==> src/rtl/gpu_mem_arbiter_if.sv <==
// Core-port and VGA-port bundle for the shared-memory arbiter.
// Lane i owns enable[i], addr[i], wr_data[i], rd_data[i], ready[i].
interface gpu_mem_arbiter_if #(
    parameter int NUM_PORTS = 4,
    parameter int ADDR_SIZE = 8,
    parameter int REG_SIZE  = 8
);
    logic [NUM_PORTS-1:0][1:0]           enable;
    logic [NUM_PORTS-1:0][ADDR_SIZE-1:0] addr;
    logic [NUM_PORTS-1:0][REG_SIZE-1:0]  wr_data;
    logic [NUM_PORTS-1:0][REG_SIZE-1:0]  rd_data;
    logic [NUM_PORTS-1:0]                ready;
    logic                                vga_en;
    logic [ADDR_SIZE-1:0]                vga_addr;
    logic [REG_SIZE-1:0]                 vga_data;

    modport master (
        output enable, addr, wr_data, vga_en, vga_addr,
        input  rd_data, ready, vga_data
    );
    modport slave (
        input  enable, addr, wr_data, vga_en, vga_addr,
        output rd_data, ready, vga_data
    );
endinterface

==> src/rtl/gpu_mem_arbiter.sv <==
// N-port arbitrated single-port RAM with a VGA scan port that preempts all cores.
// One access per cycle; a granted core sees ready (and read data) the next cycle.
module gpu_mem_arbiter_lane #(
    parameter int REG_SIZE = 8
) (
    input  logic                clk,
    input  logic                reset,
    input  logic                gnt,
    input  logic                rd,
    input  logic [REG_SIZE-1:0] ram_rdata,
    output logic                ready,
    output logic [REG_SIZE-1:0] rd_data
);
    always_ff @(posedge clk or negedge reset) begin
        if (!reset) begin
            ready   <= 1'b0;
            rd_data <= '0;
        end else begin
            ready <= gnt;
            if (gnt && rd) rd_data <= ram_rdata;
        end
    end
endmodule

module gpu_mem_arbiter #(
    parameter int NUM_PORTS = 4,
    parameter int ADDR_SIZE = 8,
    parameter int REG_SIZE  = 8,
    parameter int ARB_MODE  = 0
) (
    input  logic            clk,
    input  logic            reset,
    gpu_mem_arbiter_if.slave bus
);
    localparam int PW    = $clog2(NUM_PORTS);
    localparam int DEPTH = 1 << ADDR_SIZE;

    logic [REG_SIZE-1:0]                mem [DEPTH];
    logic [NUM_PORTS-1:0]               req, is_rd, elig, gnt, ready_q;
    logic [NUM_PORTS-1:0][REG_SIZE-1:0] rd_q;
    logic [PW-1:0]                      rr_ptr, base, win;
    logic [PW:0]                        idx;
    logic                               found, gnt_vld, wr_en;
    logic [ADDR_SIZE-1:0]               ram_addr;
    logic [REG_SIZE-1:0]                ram_rdata, vga_q;

    always_comb begin
        for (int i = 0; i < NUM_PORTS; i++) begin
            is_rd[i] = (bus.enable[i] == 2'b01);
            req[i]   = is_rd[i] || (bus.enable[i] == 2'b10);
        end
    end

    // A port seeing its completion is held off for that cycle.
    assign elig = req & ~ready_q;

    always_comb begin
        base  = (ARB_MODE == 0) ? rr_ptr : '0;
        win   = '0;
        found = 1'b0;
        idx   = '0;
        for (int k = 0; k < NUM_PORTS; k++) begin
            idx = (PW+1)'(k) + {1'b0, base};
            if (idx >= (PW+1)'(NUM_PORTS)) idx = idx - (PW+1)'(NUM_PORTS);
            if (!found && elig[idx[PW-1:0]]) begin
                found = 1'b1;
                win   = idx[PW-1:0];
            end
        end
    end

    assign gnt_vld = found && !bus.vga_en;

    always_comb begin
        gnt      = '0;
        gnt[win] = gnt_vld;
    end

    assign wr_en     = gnt_vld && !is_rd[win];
    assign ram_addr  = bus.vga_en ? bus.vga_addr : bus.addr[win];
    assign ram_rdata = mem[ram_addr];

    always_ff @(posedge clk) begin
        if (wr_en) mem[ram_addr] <= bus.wr_data[win];
    end

    always_ff @(posedge clk or negedge reset) begin
        if (!reset) begin
            rr_ptr <= '0;
            vga_q  <= '0;
        end else begin
            if (bus.vga_en) vga_q <= ram_rdata;
            if (ARB_MODE == 0 && gnt_vld)
                rr_ptr <= (win == PW'(NUM_PORTS - 1)) ? '0 : win + 1'b1;
        end
    end

    gpu_mem_arbiter_lane #(.REG_SIZE(REG_SIZE)) u_lane [NUM_PORTS-1:0] (
        .clk       (clk),
        .reset     (reset),
        .gnt       (gnt),
        .rd        (is_rd),
        .ram_rdata (ram_rdata),
        .ready     (ready_q),
        .rd_data   (rd_q)
    );

    assign bus.ready    = ready_q;
    assign bus.rd_data  = rd_q;
    assign bus.vga_data = vga_q;
endmodule

==> src/flat_wrapper.sv <==
// flat-port wrapper written by rule: the top's interface ports become plain ports
module gpu_mem_arbiter_flat 
#(
    parameter int NUM_PORTS = 4,
    parameter int ADDR_SIZE = 8,
    parameter int REG_SIZE  = 8,
    parameter int ARB_MODE  = 0
)
  (clk, reset, bus_enable, bus_addr, bus_wr_data, bus_vga_en, bus_vga_addr, bus_rd_data, bus_ready, bus_vga_data);
  gpu_mem_arbiter_if #(.NUM_PORTS(NUM_PORTS), .ADDR_SIZE(ADDR_SIZE), .REG_SIZE(REG_SIZE)) bus_i ();
  input  logic clk;
  input  logic reset;
  input wire logic [$bits(bus_i.enable)-1:0] bus_enable;
  input wire logic [$bits(bus_i.addr)-1:0] bus_addr;
  input wire logic [$bits(bus_i.wr_data)-1:0] bus_wr_data;
  input wire logic [$bits(bus_i.vga_en)-1:0] bus_vga_en;
  input wire logic [$bits(bus_i.vga_addr)-1:0] bus_vga_addr;
  output wire logic [$bits(bus_i.rd_data)-1:0] bus_rd_data;
  output wire logic [$bits(bus_i.ready)-1:0] bus_ready;
  output wire logic [$bits(bus_i.vga_data)-1:0] bus_vga_data;
  assign bus_i.enable = bus_enable;
  assign bus_i.addr = bus_addr;
  assign bus_i.wr_data = bus_wr_data;
  assign bus_i.vga_en = bus_vga_en;
  assign bus_i.vga_addr = bus_vga_addr;
  assign bus_rd_data = bus_i.rd_data;
  assign bus_ready = bus_i.ready;
  assign bus_vga_data = bus_i.vga_data;
  gpu_mem_arbiter #(.NUM_PORTS(NUM_PORTS), .ADDR_SIZE(ADDR_SIZE), .REG_SIZE(REG_SIZE), .ARB_MODE(ARB_MODE)) u_core (.clk(clk), .reset(reset), .bus(bus_i));
endmodule
==> config.mk <==
export PLATFORM = sky130hd
export DESIGN_NAME = gpu_mem_arbiter_flat
export DESIGN_NICKNAME = d
export VERILOG_FILES = /design/src/rtl/gpu_mem_arbiter_if.sv /design/src/rtl/gpu_mem_arbiter.sv /design/src/flat_wrapper.sv
export SDC_FILE = /design/constraint.sdc
export NUM_CORES = 2
export LEC_CHECK = 0
export CORE_ASPECT_RATIO = 1.2
export CORE_UTILIZATION = 38
export CTS_BUF_LIST = sky130_fd_sc_hd__clkbuf_8
export CTS_CLUSTER_DIAMETER = 50
export DETAILED_ROUTE_END_ITERATION = 6
export DONT_BUFFER_PORTS = 1
export PLACE_DENSITY = 0.52
export SYNTH_ARGS = -nofsm -noshare
export SYNTH_HDL_FRONTEND = slang
export SYNTH_SLANG_ARGS = --single-unit
==> constraint.sdc <==
create_clock -name clk -period 23.9 [get_ports clk]
set_clock_uncertainty 0.1 [all_clocks]
set_input_delay 1.195 -clock clk [delete_from_list [all_inputs] [get_ports clk]]
set_output_delay 1.195 -clock clk [all_outputs]
set_load 0.01 [all_outputs]
==> results.py <==
metrics = {
    "route": {
        "drt-vias-per-instance": 6.00,
        "drcViolationCount": 0,
        "wl_per_cell_um": 32.3,
        "drt_pass1_iterations": 5,
        "num_vias": 50217,
        "ant_nets": 0,
        "drt_iter0_drc": 5935,
        "routed_wl_mm": 270,
    },
    "sta": {
        "finalCriticalPeriod_ns": 8.06,
        "worst_slew_pin_slew_ns": 1.52,
        "hold_viol": 0,
        "rsz0062_at_grt": "false",
        "fmax_mhz": 124,
        "setup_viol": 0,
        "finalMaxSlewViolations": 3,
        "relSlewSlack_pct": -2.32,
        "setup_tns_ns": 0,
        "min_period_over_period_pct": 33.7,
        "fin_ws_ns": 15.84,
    },
    "run_status": {
        "violations": "max-capacitance violations, max-slew violations",
        "status": "finished with violations",
    },
    "yosys": {
        "syn-cell-area_mm2": 0.0833,
        "avgSynthCellArea_um2": 16.1,
        "yosysWarnings": 0,
        "synth-edff-count": 2048,
        "synth_cell_types": 85,
        "syn_nets": 5268,
        "synthFlopType": "edfxtp_1",
        "ys_ff_latch": 2094,
        "yosysSeqAreaShare_pct": 75.2,
        "synth_async_sr_flop_share_pct": 2.20,
        "synth_cells": 5177,
    },
    "power": {
        "cellPowerDensity_mw_per_mm2": 132,
        "ir_drop_uv": 167,
        "p_leak_uw": 0.0298,
    },
    "floorplanning": {
        "num_rows": 187,
        "initial_utilization_pct": 38.4,
        "dieWidth_um": 429,
        "core_mm2": 0.217,
        "die_area_mm2": 0.221,
        "die_y_um": 515,
        "ioPinCount": 127,
    },
    "flow_run": {
        "drv_cap": 1,
    },
    "clocking": {
        "cts_resized": 0,
        "cts.reportedPaths.clkPinSlew_ns": 0.06,
        "clockBufferDepth": 4,
        "hold_buffers": 2,
        "cts.sinks": 2094,
        "numCtsBuffers": 339,
        "cts_tree": "built",
        "htreeDepth": 5,
        "cts_root_buf": "clkbuf_8",
        "cts_setup_buffers": 0,
        "clock_latency_ns": 1.10,
    },
    "critical_path": {
        "worst_ep_arrival_time_ns": 8.85,
        "cp_data_required_time_ns": 24.69,
        "cpLargestDelayFamily": "compound AO/OA/AOI/OAI gates",
        "crit_buf_inv": 3,
        "cp-end-kind": "flop",
        "cp_max_fo": 115,
        "cpPeakStageDelay_ns": 0.96,
        "worstSetupPathType": "reg2reg",
        "path_cells": "o22ai_1, and2_1, o2111ai_1, and3_4, nand2_4, buf_12, buf_4, buf_4, mux4_2, a22oi_1, a21oi_1, o21ai_0, o2111ai_1, nor4_2, a21oi_1",
        "critPathLaunchType": "flop",
        "rrSetupSlack_ns": 15.84,
        "cp_slowest_cell": "nor4_2",
    },
    "global_route": {
        "grt_pass1_vias": 49010,
        "grt_max_degree": 187,
        "grt_overflow": 0,
        "grtUsageTotal_pct": 24.0,
        "antenna_found_initial": 22,
        "grt_pass1_wl_mm": 378,
    },
    "cells_and_area": {
        "drive_above_1_share_pct": 15.3,
        "layout_commonest_cell": "edfxtp_1",
        "nFillCells": 19482,
        "postLayoutCoreUtil_pct": 42.7,
        "syn_to_final_growth_pct": 11.3,
        "layout_common_cells": "edfxtp_1, nand2_1, clkbuf_8, nor2_1, a21oi_1",
        "nNetsFinal": 5400,
    },
    "placement": {
        "post-place-ws_ns": 15.01,
        "portBuffers": 0,
        "hpwl_mm": 157,
        "place_congestion": 0.870,
    },
    "hold_path": {
        "hp-class": "in2reg",
    },
}
-- through the flow --
| stage | hold slack [ns] | cell area [µm²] | instances | total power [µW] |
|---|---|---|---|---|
| floorplan | 0.448 | 83300 | 5177 | 7970 |
| global placement | 0.463 | 86900 | 7799 | 9470 |
| detailed placement | 0.475 | 87000 | 7800 | 9510 |
| CTS | 0.0319 | 92700 | 8361 | 12300 |
| global route | 0.0751 | 92700 | 8367 | 12600 |
| finish | 0.151 | 92700 | 8372 | 12200 |
-- power by group --
group          internal (µW)  switching (µW)
combinational            969            3330
sequential              5100            60.2
clock                   1360            1410
-- metal layers --
layer  track usage (%)  vias to the layer above  part of all wire (%)
met2              38.5                     2551                    47
met1              31.8                    26289                    40
li1                  -                    20821                     -
met3              4.67                      546                   8.4
met4              10.2                       10                   4.4
met5                 0                        -                 0.023
-- cell families (layout without fill, tap and decap cells) --
kind of cell	count (synthesis)	after routing	share of synthesized area (%)
AO/OA/AOI/OAI	929	929	7.88
adder cells (fa/ha/maj)	8	8	0.120
buffers and inverters	387	737	2.12
flip-flops	2094	2094	75.2
multiplexers	400	400	7.51
other	0	10	0
AND/OR/NAND/NOR	1359	1359	7.16
-- flip-flops by register name (all words and copies together), names as in the netlist --
register               flops
u_core.bus.vga_data        8
u_core.u_lane.rd_data     32
u_core.base                2
u_core.u_lane.ready        4
u_core.mem              2048
-- layout make-up --
type	count	area, µm²	share of cell area, %
Sequential cell	2094	62700	67.6
Multi-Input combinational cell	2696	19300	20.9
Clock buffer	347	4780	5.15
Tap cell	2835	3550	3.83
Timing Repair Buffer	167	1430	1.54
Clock inverter	212	932	1.01
Inverter	11	41.3	0.0445
Antenna cell	10	25.0	0.0270
-- synthesized netlist by cell type (28+ instances only) --
cell type / number / area share, %
a211oi_1: 117 / 1.1
a21oi_1: 249 / 1.5
a221oi_1: 99 / 1.0
a22oi_1: 80 / 0.72
a31oi_1: 66 / 0.50
a32oi_1: 45 / 0.47
and3_1: 121 / 0.91
buf_1: 37 / 0.17
buf_2: 108 / 0.65
buf_4: 33 / 0.30
clkbuf_1: 190 / 0.86
dfrtp_1: 46 / 1.4
edfxtp_1: 2048 / 74
mux2i_1: 214 / 2.6
mux4_2: 179 / 4.8
nand2_1: 666 / 3.0
nand3_1: 109 / 0.65
nand4_1: 28 / 0.21
nor2_1: 295 / 1.3
nor3_1: 64 / 0.38
nor4_1: 32 / 0.24
o21ai_0: 51 / 0.31
o22ai_1: 32 / 0.24
-- worst reg2reg max path, cell delays in order (launching register included) --
cell	delay, ns
dfrtp_1	0.51
o22ai_1	0.39
and2_1	0.62
o2111ai_1	0.27
and3_4	0.39
nand2_4	0.15
buf_12	0.57
buf_4	0.84
buf_4	0.88
mux4_2	0.45
a22oi_1	0.22
a21oi_1	0.27
o21ai_0	0.73
o2111ai_1	0.37
nor4_2	0.96
a21oi_1	0.18
-- path summary, 6_finish.rpt --
check                                              endpoint                    from  cells past startpoint
worst min-delay path                 u_core.bus.vga_data[0]              bus_vga_en                      1
max in group asynchronous            u_core.bus.vga_data[4]                   reset                      2
min in group asynchronous       u_core.u_lane[0].rd_data[5]                   reset                      2
worst max register to register  u_core.u_lane[2].rd_data[3]  u_core.u_lane[3].ready                     15
worst min register to register       u_core.bus.vga_data[0]  u_core.bus.vga_data[0]                      2
worst max-delay path            u_core.u_lane[2].rd_data[3]  u_core.u_lane[3].ready                     15
No activity file was read; power rests on OpenSTA's default activity.
